<file path="src/rtl/fp_align_pkg.sv">
// rtl/fp_align_pkg.sv - shared types and helpers for the mantissa alignment pipe
package fp_align_pkg;

  typedef enum logic [1:0] {
    RM_RNE = 2'd0,
    RM_RTZ = 2'd1,
    RM_RUP = 2'd2,
    RM_RDN = 2'd3
  } rm_e;

  // Shifts of at least MANT_W + SAT_OFS push the hidden bit past the round position.
  localparam int SAT_OFS = 3;

  // Magnitude of a sign-extended two's-complement value; the most negative input stays exact.
  function automatic logic [31:0] abs_diff(input logic [31:0] d);
    return (d ^ {32{d[31]}}) + {31'b0, d[31]};
  endfunction

endpackage

</file>
<file path="src/rtl/fp_sticky_shift.sv">
// rtl/fp_sticky_shift.sv - log2-stage right barrel shifter collecting shifted-out bits as sticky
module fp_sticky_shift #(
  parameter int W  = 26,
  parameter int SW = $clog2(W)
) (
  input  logic [W-1:0]  vec_in,
  input  logic [SW-1:0] amt,
  output logic [W-1:0]  vec_out,
  output logic          sticky
);

  logic [W-1:0] stage [SW+1];
  logic         st    [SW+1];

  assign stage[0] = vec_in;
  assign st[0]    = 1'b0;

  for (genvar k = 0; k < SW; k++) begin : g_stage
    localparam int SH = 1 << k;
    if (SH >= W) begin : g_all
      assign stage[k+1] = amt[k] ? '0 : stage[k];
      assign st[k+1]    = st[k] | (amt[k] & (|stage[k]));
    end else begin : g_part
      assign stage[k+1] = amt[k] ? (stage[k] >> SH) : stage[k];
      assign st[k+1]    = st[k] | (amt[k] & (|stage[k][SH-1:0]));
    end
  end

  assign vec_out = stage[SW];
  assign sticky  = st[SW];

endmodule

</file>
<file path="src/rtl/fp_align_shift_pipe.sv">
// rtl/fp_align_shift_pipe.sv - two-stage significand alignment shifter with G/R/S and optional rounding
module fp_align_shift_pipe
  import fp_align_pkg::*;
#(
  parameter int MANT_W = 23,
  parameter int EXP_W  = 8,
  parameter int TAG_W  = 4
) (
  input  logic              clk,
  input  logic              rst_n,
  input  logic              in_valid,
  output logic              in_ready,
  input  logic [MANT_W-1:0] in_mant,
  input  logic              in_hidden,
  input  logic [EXP_W-1:0]  in_diff,
  input  logic              in_round_en,
  input  logic [1:0]        in_rm,
  input  logic              in_sign,
  input  logic [TAG_W-1:0]  in_tag,
  output logic              out_valid,
  input  logic              out_ready,
  output logic [MANT_W:0]   out_mant,
  output logic              out_guard,
  output logic              out_round,
  output logic              out_sticky,
  output logic              out_carry,
  output logic              out_inexact,
  output logic [TAG_W-1:0]  out_tag
);

  localparam int SIG_W   = MANT_W + 1;
  localparam int VEC_W   = MANT_W + 3;
  localparam int AMT_W   = EXP_W + 1;
  localparam int SH_W    = $clog2(VEC_W);
  localparam int SAT_AMT = MANT_W + SAT_OFS;

  logic              s1_valid, s2_valid, s1_load, s2_load;
  logic [MANT_W-1:0] s1_mant;
  logic              s1_hidden, s1_round_en, s1_sign;
  logic [AMT_W-1:0]  s1_amt;
  rm_e               s1_rm;
  logic [TAG_W-1:0]  s1_tag;
  logic [AMT_W-1:0]  in_amt;

  assign s2_load   = !s2_valid || out_ready;
  assign s1_load   = !s1_valid || s2_load;
  assign in_ready  = s1_load;
  assign out_valid = s2_valid;
  assign in_amt    = AMT_W'(abs_diff(32'(signed'(in_diff))));

  always_ff @(posedge clk or negedge rst_n) begin
    if (!rst_n) begin
      s1_valid    <= 1'b0;
      s1_mant     <= '0;
      s1_hidden   <= 1'b0;
      s1_amt      <= '0;
      s1_round_en <= 1'b0;
      s1_rm       <= RM_RNE;
      s1_sign     <= 1'b0;
      s1_tag      <= '0;
    end else if (s1_load) begin
      s1_valid    <= in_valid;
      s1_mant     <= in_mant;
      s1_hidden   <= in_hidden;
      s1_amt      <= in_amt;
      s1_round_en <= in_round_en;
      s1_rm       <= rm_e'(in_rm);
      s1_sign     <= in_sign;
      s1_tag      <= in_tag;
    end
  end

  logic [VEC_W-1:0] sh_out;
  logic             sh_sticky;

  fp_sticky_shift #(.W(VEC_W), .SW(SH_W)) u_shift (
    .vec_in  ({s1_hidden, s1_mant, 2'b00}),
    .amt     (s1_amt[SH_W-1:0]),
    .vec_out (sh_out),
    .sticky  (sh_sticky)
  );

  logic             sat, al_g, al_r, al_s, inexact, inc;
  logic [SIG_W-1:0] al_mant;
  logic [SIG_W:0]   sum;

  always_comb begin
    sat     = (s1_amt >= AMT_W'(SAT_AMT));
    al_mant = sat ? '0 : sh_out[VEC_W-1:2];
    al_g    = !sat && sh_out[1];
    al_r    = !sat && sh_out[0];
    al_s    = sat ? (s1_hidden || (|s1_mant)) : sh_sticky;
    inexact = al_g || al_r || al_s;
    inc     = 1'b0;
    case (s1_rm)
      RM_RNE: inc = al_g && (al_r || al_s || al_mant[0]);
      RM_RTZ: inc = 1'b0;
      RM_RUP: inc = inexact && !s1_sign;
      RM_RDN: inc = inexact && s1_sign;
    endcase
    sum = {1'b0, al_mant} + {{SIG_W{1'b0}}, inc};
  end

  always_ff @(posedge clk or negedge rst_n) begin
    if (!rst_n) begin
      s2_valid    <= 1'b0;
      out_mant    <= '0;
      out_guard   <= 1'b0;
      out_round   <= 1'b0;
      out_sticky  <= 1'b0;
      out_carry   <= 1'b0;
      out_inexact <= 1'b0;
      out_tag     <= '0;
    end else if (s2_load) begin
      s2_valid    <= s1_valid;
      out_tag     <= s1_tag;
      out_inexact <= inexact;
      if (s1_round_en) begin
        out_mant   <= sum[SIG_W-1:0];
        out_carry  <= sum[SIG_W];
        out_guard  <= 1'b0;
        out_round  <= 1'b0;
        out_sticky <= 1'b0;
      end else begin
        out_mant   <= al_mant;
        out_carry  <= 1'b0;
        out_guard  <= al_g;
        out_round  <= al_r;
        out_sticky <= al_s;
      end
    end
  end

endmodule

</file>
<file path="config.mk">
export PLATFORM = sky130hd
export DESIGN_NAME = fp_align_shift_pipe
export DESIGN_NICKNAME = d
export VERILOG_FILES = /design/src/rtl/fp_align_pkg.sv /design/src/rtl/fp_sticky_shift.sv /design/src/rtl/fp_align_shift_pipe.sv
export SDC_FILE = /design/constraint.sdc
export NUM_CORES = 1
export LEC_CHECK = 0
export ABC_AREA = 1
export BUFFER_PORTS_ARGS = -buffer_cell sky130_fd_sc_hd__buf_2
export CORE_ASPECT_RATIO = 0.7
export CORE_MARGIN = 2
export CORE_UTILIZATION = 45
export DETAILED_ROUTE_END_ITERATION = 7
export GPL_TIMING_DRIVEN = 0
export PLACE_DENSITY = 0.66
export SLEW_MARGIN = 30
export SYNTH_ARGS = -nofsm -noshare
export SYNTH_HDL_FRONTEND = slang
export SYNTH_SLANG_ARGS = --single-unit
</file>
<file path="constraint.sdc">
create_clock -name clk -period 7.85 [get_ports clk]
set_input_delay 1.57 -clock clk [delete_from_list [all_inputs] [get_ports clk]]
set_output_delay 1.57 -clock clk [all_outputs]
set_load 0.01 [all_outputs]
</file>
[Word-level counts from Yosys, hierarchy flattened]
Index checks and enable logic that the tools add are counted.
Storage, ports and cells
  register bits after elaboration: 76
  input port bits: 44
  output and inout bits: 35
  word-level logic and storage cells: 65
Operators by class
  add/subtract/negate cells: 2
  $lt $le $gt $ge: 1
  equality and inequality tests: 3
  mux-type cells: 13
  bitwise operators: 8
  reductions and logical operators: 22
Operator list (count)
  2-to-1 mux 26 bit: 5
  2-to-1 mux 24 bit: 2
  adder 24 x 1 -> 25 bit: 1
  OR reduction 23 bit: 1
  OR reduction 16 bit: 1
  adder 9 x 1 -> 9 bit: 1
  greater-or-equal comparator 9 x 5 -> 1 bit, second input constant: 1
  XOR 9 bit: 1
  OR reduction 8 bit: 1
  logical OR 1 bit: 7
  logical AND 1 bit: 5
  2-to-1 mux 1 bit: 5
  AND 1 bit: 4
  equality test 2 bit, second input constant: 2
  logical NOT 1 bit: 4
  one-hot mux 1 bit (4 select lines): 1
  OR reduction 4 bit: 1
  bitwise OR 1 bit: 3
  equality test 2 x 1 -> 1 bit, second input constant: 1
  logical NOT 2 bit: 1
  OR reduction 2 bit: 1

[Longest topological paths before layout]
Gate-level depths: netlist of run 1.
  depth after elaboration: 14
  depth in mapped cells: 30
  mapped depth without buffers: 28

[By module]
A second synthesis of run 1 with hierarchy kept.
Second synthesis, totals
  cells, all modules: 867
  area total of the unflattened synthesis: 5616.6 sq um
Modules (own cells, without submodules)
  fp_align_shift_pipe: times used 1, cells an instance 530, area an instance 4031.4 sq um, seq. area each 1876.8 sq um
  fp_sticky_shift: times used 1, cells an instance 337, area an instance 1585.3 sq um, seq. area each 0.0 sq um

[Worst setup path after synthesis of run 1]
Ideal clock, no wire load.
  kind: input-to-output
  start point: in out_ready
  end point: out in_ready
  data arrival time: 2.772 ns
  data required time: 6.280 ns
  setup slack: 3.508 ns
  stages on the path: 6
  buffers on the path: 2
  path through: nor2_1 inv_1 nor2_1 inv_1 clkbuf_1 clkbuf_1
On the way
  longest elaborated chain between the ends: 2
Ends and longest elaborated chain
  from (decl): RTL line fp_align_shift_pipe.sv:21  | input logic out_ready,
  logical OR 1 bit: RTL line fp_align_shift_pipe.sv:45  | assign s2_load = !s2_valid || out_ready;
  logical OR 1 bit: RTL line fp_align_shift_pipe.sv:46  | assign s1_load = !s1_valid || s2_load;
  to (decl): RTL line fp_align_shift_pipe.sv:12  | output logic in_ready,
No other way between the ends.

[Final worst setup path of run 1]
Ends and elaborated chain as after synthesis.

==> results of run 1 <==
==> kinds of logic after synthesis <==
kind of cell,after synthesis
flops,75
compound gates,80
fa+ha+maj,4
xor+xnor,12
simple gates,532
buf+inv,102
==> per-layer routing <==
| metal | up-vias | part of all wire [%] | track usage, % | wire length, um |
|---|---|---|---|---|
| met2 | 247 | 39 | 36.7 | 6410 |
| met3 | 17 | 9.7 | 5.11 | 1590 |
| li1 | 2800 | - | - | - |
| met1 | 2548 | 51 | 42.6 | 8300 |
| met5 | - | 0 | 0 | 0 |
| met4 | 0 | 0.75 | 4.69 | 123 |
==> flip-flops by register name, indices dropped and copies added, names as in the netlist, 2 cells and up <==
register and flops:
s1_mant 23, out_tag 4, s1_amt 8, out_mant 24
s1_tag 4, s1_rm 2
==> final timing paths <==
kind	depth (start not counted)	to	slack [ns]
worst min-delay path	2	out_valid$_DFFE_PN0P_	0.46
max in group asynchronous	2	s1_rm[1]$_DFFE_PN0P_	6.08
worst min register to register	2	out_valid$_DFFE_PN0P_	0.46
min in group asynchronous	1	s1_mant[10]$_DFFE_PN0P_	1.19
worst max-delay path	8	in_ready	2.62
worst max register to register	26	out_mant[18]$_DFFE_PN0P_	4.17
==> power breakdown <==
part           internal [mW]  total, mW  leakage [nW]  switching, mW
logic                  0.182      0.560          2.20          0.378
registers              0.431      0.464         0.941         0.0325
clock network          0.268      0.444         0.157          0.177
==> synth_stat cells, drive strengths merged <==
library cell  instances  area, um2
nand2               312       1250
nor4                  4       25.0
o21bai                1       7.51
dfrtp                75       1880
a221o                 1       10.0
nand4                16        100
ha                    4       50.1
a21oi                12       75.1
o22ai                 3       18.8
inv                  65        257
nand3b                4       42.5
clkbuf               12       45.0
or3                   1       6.26
nor3                  7       50.1
and2                  1       6.26
o21ai                60        330
buf                  25        204
nand3               124        658
a31oi                 2       12.5
or2                   2       12.5
xnor2                 7       61.3
and3                  1       6.26
nor2                 60        330
o211ai                1       7.51
xor2                  5       43.8
==> worst min-delay path: cells and delay by family, from the launching register on <==
kind	cells	cell delay, ns
and+or+nand+nor	1	0.06
buffers and inverters	1	0.04
DFF	1	0.32
==> cell type report <==
cell class	count	area [um2]
Sequential cell	75	1880
Inverter	65	256
Fill cell	1216	5390
Buffer	37	249
Tap cell	157	196
Clock inverter	5	65.1
Multi-Input combinational cell	628	3110
Timing Repair Buffer	79	413
Clock buffer	11	253
==> run_results.csv, run 1 <==
group,metric,value,unit
status,outcome,"finished clean",
pwr,design_power_total,1.47,mW
sta,max_freq,0.191,GHz
cts,clock_sinks,75,
yosys,synth-xor-area-share,1.91,%
worst_hold_path,min_from,"s1_valid$_DFFE_PN0P_",
worst_setup_path,criticalPathCategory,"in2out",
yosys,synth.cell_area,0.00549,mm2
yosys,synth-warning-count,0,
placement,io_buffers,78,
placement,dp_cells,1041,
die,core,0.0118,mm2
yosys,syn_area_per_cell,6.82,um2
worst_setup_path,critPathLaunchType,"input port",
cts,cts_setup_buffers,0,
placement,placed_area,0.00610,mm2
worst_setup_path,crit_buf_inv,6,
detailed_routing,ant_nets,0,
worst_setup_path,setup.worst_path.start,"out_ready",
pwr,leakagePower,3.30,nW
die,die_area,0.0131,mm2
yosys,synth_top_family_by_area,"simple AND/OR/NAND/NOR gates",
yosys,synth.net_count,853,
cts,cts-resized-gates,0,
sta,setup_viol,0,
layout,area_growth,16.9,%
detailed_routing,via_per_inst,5.31,
placement,place_ws,2.66,ns
detailed_routing,route.detailed.drc,0,
flow_run,max_cap_violations,0,
yosys,synth_adder_area_share,0.912,%
sta,drv_slew,0,
die,die_x,136,um
cts,cts_htree_levels,3,
pwr,power.density,229,mW/mm2
worst_setup_path,cp_slowest_stage_delay,0.49,ns
sta,period_share,66.7,%
detailed_routing,drt_wl_total,16400,um
worst_setup_path,crit_chain,"buf_2, nor2_1, inv_1, nor2_1, inv_1, clkbuf_1, clkbuf_1, buf_2",
sta,rsz0062_at_grt,"no",
worst_setup_path,arrival,3.66,ns
cts,clkTransAtPathRegs,0.06,ns
sta,maxSlewHeadroom,59.7,%
cts,clockBufferDepth,2,
worst_setup_path,path_max_fanout,10,
die,rows,33,
yosys,ys_ff_latch,75,
cts,cts.hold.buffers_added,0,
layout,drive_gt1_share,21.7,%
detailed_routing,via_count,5612,
yosys,yosysUniqueCellTypes,45,
yosys,netlist_instances,805,
detailed_routing,routedWlPerCell,15.5,um
layout,final_common_cell,"nand2_1",
yosys,muxShareOfSynthArea,0,%
grt,antenna_found_initial,0,
layout,n_antenna_cell,0,
detailed_routing,drt_first_pass_iters,5,
grt,grt_pass1_vias,5083,
yosys,synth-simple-area-share,45.4,%
worst_hold_path,hp-class,"reg2reg",
layout,final_cell_mix,"nand2_1 (283), nand3_1 (118), buf_2 (89), dfrtp_1 (75), inv_1 (55)",
sta,tightest_slew,0.604,ns
cts,clk_latency,0.34,ns
detailed_routing,dr.first_iter.drc_count,639,
grt,grt_max_degree,39,
layout,final_cells,1057,
worst_setup_path,critPathRequiredTime,6.28,ns
yosys,yosysSeqAreaShare,34.2,%
yosys,synth_compound_area_share,8.41,%
cts,cts_tree,"built",
worst_setup_path,crit_slowest_cell,"nor2_1",
grt,grt_first_pass_wirelength,26800,um
grt,gr-total-overflow,0,
sta,clock_skew,0.00772,ns
die,num_io_pins,79,
placement,dpl.hpwl,13100,um
sta,fin_ws,2.62,ns
layout,fin_util,54.3,%
sta,tns,0,ns
sta,post-route-min-period,5.23,ns
layout,fin_area,0.00642,mm2
worst_setup_path,worstReg2RegStart,"s1_amt[0]$_DFFE_PN0P_",
die,die_h,96.4,um
placement,finalWeightedCongestion,0.951,
worst_setup_path,path_delay_family,"buffers and inverters",
sta,hold_viol,0,
cts,numCtsBuffers,9,
layout,nNetsFinal,943,
pwr,vdd_drop_max,0.118,mV
grt,grt_use_total,26.6,%
die,start_util,46.5,%
worst_setup_path,crit_path_end_kind,"primary output",
cts,cts_root_buffer,"clkbuf_16",
sta,whs,0.458,ns
(Power assumes the default switching activity.)
==> run 2: changes to the inputs <==
--- a/config.mk
+++ b/config.mk
@@ -12,7 +12,7 @@
 export CORE_UTILIZATION = 45
 export DETAILED_ROUTE_END_ITERATION = 7
 export GPL_TIMING_DRIVEN = 0
-export PLACE_DENSITY = 0.66
+export PLACE_DENSITY = 0.69
 export SLEW_MARGIN = 30
 export SYNTH_ARGS = -nofsm -noshare
 export SYNTH_HDL_FRONTEND = slang
==> constraint.sdc (replaced) <==
create_clock -name clk -period 4.19 [get_ports clk]
set_input_delay 0.838 -clock clk [delete_from_list [all_inputs] [get_ports clk]]
set_output_delay 0.838 -clock clk [all_outputs]
set_load 0.01 [all_outputs]
==> run 2 against run 1 <==
Effect of this change:
- cell count stayed put
- largest cell class unchanged
- core utilization about the same
- setup slack worse by 2.2 ns
- largest power group unchanged
==> run_results.csv, run 2 (synthesized netlist as in run 1, its figures left out) <==
group,metric,value,unit
layout,largestRegisters,"out_mant x24, s1_mant x23, s1_amt x8",
die,rows,33,
pwr,vdd_drop_max,0.212,mV
cts,cts-resized-gates,0,
detailed_routing,via_per_inst,5.36,
detailed_routing,route.detailed.drc,0,
worst_setup_path,crit_slowest_cell,"nor3_2",
placement,place_ws,0.518,ns
worst_setup_path,reg2reg_to,"out_mant[10]$_DFFE_PN0P_",
worst_setup_path,critPathLaunchType,"flip-flop",
layout,nNetsFinal,943,
cts,clkTransAtPathRegs,0.07,ns
sta,period_share,89.1,%
die,core,0.0118,mm2
worst_hold_path,hp-class,"in2async",
layout,area_growth,16.8,%
layout,final_cell_mix,"nand2_1 (283), nand3_1 (118), buf_2 (89), dfrtp_1 (75), inv_1 (55)",
worst_setup_path,arrival,3.96,ns
cts,cts.hold.buffers_added,0,
sta,tns,0,ns
sta,max_freq,0.268,GHz
layout,final_common_cell,"nand2_1",
cts,clockBufferDepth,2,
layout,largest_reg_flops,24,
sta,tightest_slew,0.624,ns
cts,cts_setup_buffers,0,
pwr,switching_share,42.0,%
cts,cts_root_buffer,"clkbuf_16",
sta,drv_slew,0,
sta,rsz0062_at_grt,"no",
detailed_routing,dr.first_iter.drc_count,621,
grt,grt_first_pass_wirelength,26700,um
worst_setup_path,cp_slowest_stage_delay,0.39,ns
status,outcome,"finished clean",
pwr,power.density,423,mW/mm2
placement,io_buffers,78,
cts,cts_tree,"built",
die,num_io_pins,79,
layout,regMostFlops,"out_mant",
worst_setup_path,worst_path_most_repeated_cell,"nand2_1",
worst_setup_path,criticalPathCategory,"reg2reg",
grt,grt_max_degree,50,
die,die_x,136,um
flow_run,max_cap_violations,0,
pwr,leakagePower,3.29,nW
cts,clk_latency,0.35,ns
worst_setup_path,crit_path_end_kind,"flip-flop",
worst_setup_path,worstReg2RegStart,"s1_amt[0]$_DFFE_PN0P_",
pwr,seqPwrFrac,32.0,%
sta,fin_ws,0.459,ns
placement,dpl.hpwl,13000,um
die,die_area,0.0131,mm2
pwr,p_sw,1.14,mW
detailed_routing,drt_first_pass_iters,5,
worst_setup_path,path_max_fanout,10,
sta,maxSlewHeadroom,58.4,%
detailed_routing,via_count,5662,
grt,grt_pass1_vias,5080,
detailed_routing,routedWlPerCell,15.6,um
layout,fillers,1211,
cts,cts_htree_levels,3,
worst_setup_path,reg2reg_depth,26,
sta,setup_viol,0,
pwr,combPwrFrac,38.5,%
layout,n_antenna_cell,0,
layout,drive_gt1_share,21.7,%
die,die_h,96.4,um
placement,finalWeightedCongestion,0.986,
cts,numCtsBuffers,9,
sta,post-route-min-period,3.73,ns
detailed_routing,ant_nets,0,
grt,gr-total-overflow,0,
sta,clock_skew,0.0111,ns
sta,hold_viol,0,
die,start_util,46.5,%
pwr,clkPwrFrac,29.5,%
grt,grt_use_total,26.6,%
worst_setup_path,r2r_setup_slack,0.46,ns
pwr,internal_power,1.57,mW
detailed_routing,drt_wl_total,16500,um
cts,clock_sinks,75,
worst_setup_path,critPathRequiredTime,4.42,ns
grt,antenna_found_initial,0,
==> run 2: layer usage <==
| metal | up-vias | track usage (%) | part of all wire, % | wire (um) |
|---|---|---|---|---|
| li1 | 2803 | - | - | - |
| met1 | 2595 | 41.8 | 50 | 8340 |
| met2 | 250 | 36.3 | 39 | 6420 |
| met3 | 14 | 6.16 | 9.8 | 1610 |
| met4 | 0 | 5.73 | 0.94 | 155 |
| met5 | - | 0 | 0 | 0 |
==> run 2: final cells by class <==
class / count / area, um2 / share of cell area [%]
Buffer: 37 / 249 / 3.88
Clock buffer: 9 / 225 / 3.51
Clock inverter: 7 / 80.1 / 1.25
Inverter: 65 / 256 / 4.00
Multi-Input combinational cell: 628 / 3110 / 48.5
Sequential cell: 75 / 1880 / 29.3
Tap cell: 157 / 196 / 3.06
Timing Repair Buffer: 79 / 420 / 6.56
==> run 2: worst max-delay path: cells and delay by family (launching register included) <==
kind / cells / cell delay, ns
and+or+nand+nor: 20 / 2.15
adders and majority gates: 2 / 0.52
DFF: 1 / 0.37
AOI/OAI and AO/OA: 1 / 0.17
buffers and inverters: 3 / 0.39
==> run 2: power groups by stage <==
| stage | clock network, mW | registers, mW | logic [mW] |
|---|---|---|---|
| 4_1_cts | 0.810 | 0.867 | 1.03 |
| 3_5_place_dp | 0 | 0.880 | 1.02 |
| 3_3_place_gp | 0 | 0.877 | 1.02 |
| 5_1_grt | 0.842 | 0.877 | 1.16 |
| 2_1_floorplan | 0 | 0.885 | 0.712 |
| 6_report | 0.800 | 0.868 | 1.04 |
==> run 2: metrics by stage <==
stage	cell area [um2]	utilization [%]	hold WS [ns]	power [mW]	std cells
floorplan	5490	-	0.423	1.60	805
global placement	6080	51.5	0.435	1.89	1040
detailed placement	6110	51.7	0.446	1.90	1041
CTS	6410	54.3	0.429	2.70	1057
global route	6410	54.3	0.444	2.88	1057
finish	6410	54.3	0.416	2.71	1057
==> run 2: worst max path at each step <==
| stage | startpoint | end | depth (start not counted) | slack [ns] |
|---|---|---|---|---|
| finish | s1_amt[0]$_DFFE_PN0P_ | out_mant[10]$_DFFE_PN0P_ | 26 | 0.46 |
| global route | s1_amt[0]$_DFFE_PN0P_ | out_mant[10]$_DFFE_PN0P_ | 26 | 0.09 |
| CTS | out_ready | in_ready | 8 | 0.50 |
| detailed placement | out_ready | in_ready | 8 | 0.52 |
| global placement | out_ready | in_ready | 8 | 0.55 |
| floorplan | s1_amt[0]$_DFFE_PN0P_ | out_mant[16]$_DFFE_PN0P_ | 28 | 1.30 |
==> run 3: changes to the inputs <==
--- a/config.mk
+++ b/config.mk
@@ -6,13 +6,13 @@
 export NUM_CORES = 1
 export LEC_CHECK = 0
 export ABC_AREA = 1
-export BUFFER_PORTS_ARGS = -buffer_cell sky130_fd_sc_hd__buf_2
 export CORE_ASPECT_RATIO = 0.7
 export CORE_MARGIN = 2
 export CORE_UTILIZATION = 45
 export DETAILED_ROUTE_END_ITERATION = 7
+export DONT_BUFFER_PORTS = 1
 export GPL_TIMING_DRIVEN = 0
-export PLACE_DENSITY = 0.69
+export PLACE_DENSITY = 0.63
 export SLEW_MARGIN = 30
 export SYNTH_ARGS = -nofsm -noshare
 export SYNTH_HDL_FRONTEND = slang
==> run 3 against run 2 <==
Effect of this change:
- non-clock buffer count shrank 79
- cell area decreased by 6.5%
- sequential share of layout area grew 2.0 points
- wire length grew 7.7%
- power down 0.90%
- critical endpoint is now out_mant[18]$_DFFE_PN0P_
- largest cell class unchanged
- largest power group unchanged
==> run_results.csv, run 3 (synthesized netlist as in run 1, its figures left out) <==
group,metric,value,unit
status,outcome,"finished clean",
die,start_util,46.5,%
sta,setup_viol,0,
detailed_routing,drt_first_pass_iters,5,
grt,grt_first_pass_wirelength,28300,um
grt,gr-total-overflow,0,
layout,fin_util,50.8,%
die,rows,33,
cts,cts_root_buffer,"clkbuf_16",
layout,largest_reg_flops,24,
pwr,combPwrFrac,36.2,%
die,die_h,96.4,um
cts,clock_sinks,75,
detailed_routing,route.detailed.drc,0,
worst_setup_path,cp_slowest_stage_delay,0.37,ns
layout,nNetsFinal,864,
cts,clkTransAtPathRegs,0.07,ns
detailed_routing,ant_nets,0,
layout,drive_gt1_share,14.1,%
grt,antenna_found_initial,0,
die,num_io_pins,79,
pwr,internal_power,1.58,mW
detailed_routing,routedWlPerCell,18.2,um
cts,cts_tree,"built",
cts,clockBufferDepth,2,
pwr,clkPwrFrac,30.4,%
grt,grt_pass1_vias,5137,
sta,rsz0062_at_grt,"no",
detailed_routing,dr.first_iter.drc_count,462,
placement,io_buffers,0,
worst_setup_path,crit_slowest_cell,"dfrtp_1",
layout,n_antenna_cell,0,
grt,grt_use_total,28.6,%
die,die_x,136,um
sta,max_freq,0.263,GHz
pwr,leakagePower,2.95,nW
placement,dpl.hpwl,14100,um
worst_setup_path,arrival,4.04,ns
worst_setup_path,crit_path_end_kind,"flip-flop",
layout,area_growth,9.25,%
sta,post-route-min-period,3.81,ns
worst_setup_path,path_max_fanout,10,
cts,cts_setup_buffers,0,
die,core,0.0118,mm2
worst_setup_path,worst_path_most_repeated_cell,"nand2_1",
detailed_routing,via_per_inst,5.63,
sta,maxSlewHeadroom,56.3,%
sta,hold_viol,0,
detailed_routing,drt_wl_total,17800,um
layout,largestRegisters,"out_mant x24, s1_mant x23, s1_amt x8",
layout,regMostFlops,"out_mant",
cts,numCtsBuffers,9,
layout,final_cell_mix,"nand2_1 (283), nand3_1 (118), dfrtp_1 (75), inv_1 (55), o21ai_0 (44)",
pwr,vdd_drop_max,0.208,mV
sta,drv_slew,0,
pwr,seqPwrFrac,33.4,%
cts,cts_htree_levels,3,
flow_run,max_cap_violations,0,
sta,period_share,90.9,%
sta,tightest_slew,0.655,ns
layout,final_common_cell,"nand2_1",
pwr,switching_share,41.3,%
die,die_area,0.0131,mm2
sta,tns,0,ns
sta,clock_skew,0.00933,ns
worst_setup_path,critPathLaunchType,"flip-flop",
worst_setup_path,criticalPathCategory,"reg2reg",
worst_setup_path,critPathRequiredTime,4.42,ns
pwr,power.density,448,mW/mm2
worst_hold_path,hp-class,"in2async",
pwr,p_sw,1.11,mW
detailed_routing,via_count,5506,
grt,grt_max_degree,76,
cts,clk_latency,0.34,ns
placement,finalWeightedCongestion,0.951,
[run 3: worst max-delay path, delay by kind of cell, from the launching register on]
family | cells | cell delay (ns)
adders and majority gates | 2 | 0.50
AOI/OAI and AO/OA | 1 | 0.17
DFF | 1 | 0.37
and+or+nand+nor | 20 | 2.25
buffers and inverters | 3 | 0.37
[run 3: worst paths after layout]
check                      depth (start not counted)                       end                   from  slack (ns)
max                                               26  out_mant[18]$_DFFE_PN0P_  s1_amt[0]$_DFFE_PN0P_        0.38
min                                                0   s1_mant[16]$_DFFE_PN0P_                  rst_n        0.18
max reg2reg                                       26  out_mant[18]$_DFFE_PN0P_  s1_amt[0]$_DFFE_PN0P_        0.38
min reg2reg                                        2     out_valid$_DFFE_PN0P_   s1_valid$_DFFE_PN0P_        0.46
max in group asynchronous                          0    s1_mant[7]$_DFFE_PN0P_                  rst_n        3.84
min in group clk                                   2     out_valid$_DFFE_PN0P_   s1_valid$_DFFE_PN0P_        0.46
[run 3: through the flow]
stage          hold WS (ns)  power (mW)  setup slack [ns]  instances  area, um2
6_report              0.183        2.69             0.381        978       6000
5_1_grt               0.157        2.86            0.0677        978       6000
4_1_cts               0.169        2.69             0.430        978       5990
3_5_place_dp          0.449        1.86             0.452        962       5690
3_3_place_gp          0.438        1.86             0.376        962       5690
2_1_floorplan         0.423        1.60              1.30        805       5490
[run 3: per-layer routing]
metal | GRT usage [%] | wire [um] | up-vias
met5 | 0 | 0 | -
met4 | 5.30 | 95 | 0
met3 | 7.41 | 1670 | 9
met2 | 38.3 | 6880 | 250
met1 | 45.4 | 9150 | 2602
li1 | - | - | 2645
[run 3: timing repair]
item,CTS,global route
endpoints found under the setup margin,0,1
resized for setup,0,1
hold buffers,0,0
[run 3: power by group through the flow]
stage	clock (mW)	sequential [mW]	combinational, mW
final	0.818	0.897	0.973
after global routing	0.871	0.909	1.08
after CTS	0.839	0.897	0.952
after detailed placement	0	0.910	0.948
after global placement	0	0.909	0.952
after floorplan	0	0.885	0.712
[run 3: area by class of cell]
class | instances | area (um2)
fill | 1223 | 5810
buffer | 37 | 249
clock inverter | 7 | 80.1
tap | 157 | 196
clock buffer | 9 | 225
sequential | 75 | 1880
multi-input combinational | 628 | 3110
inverter | 65 | 256
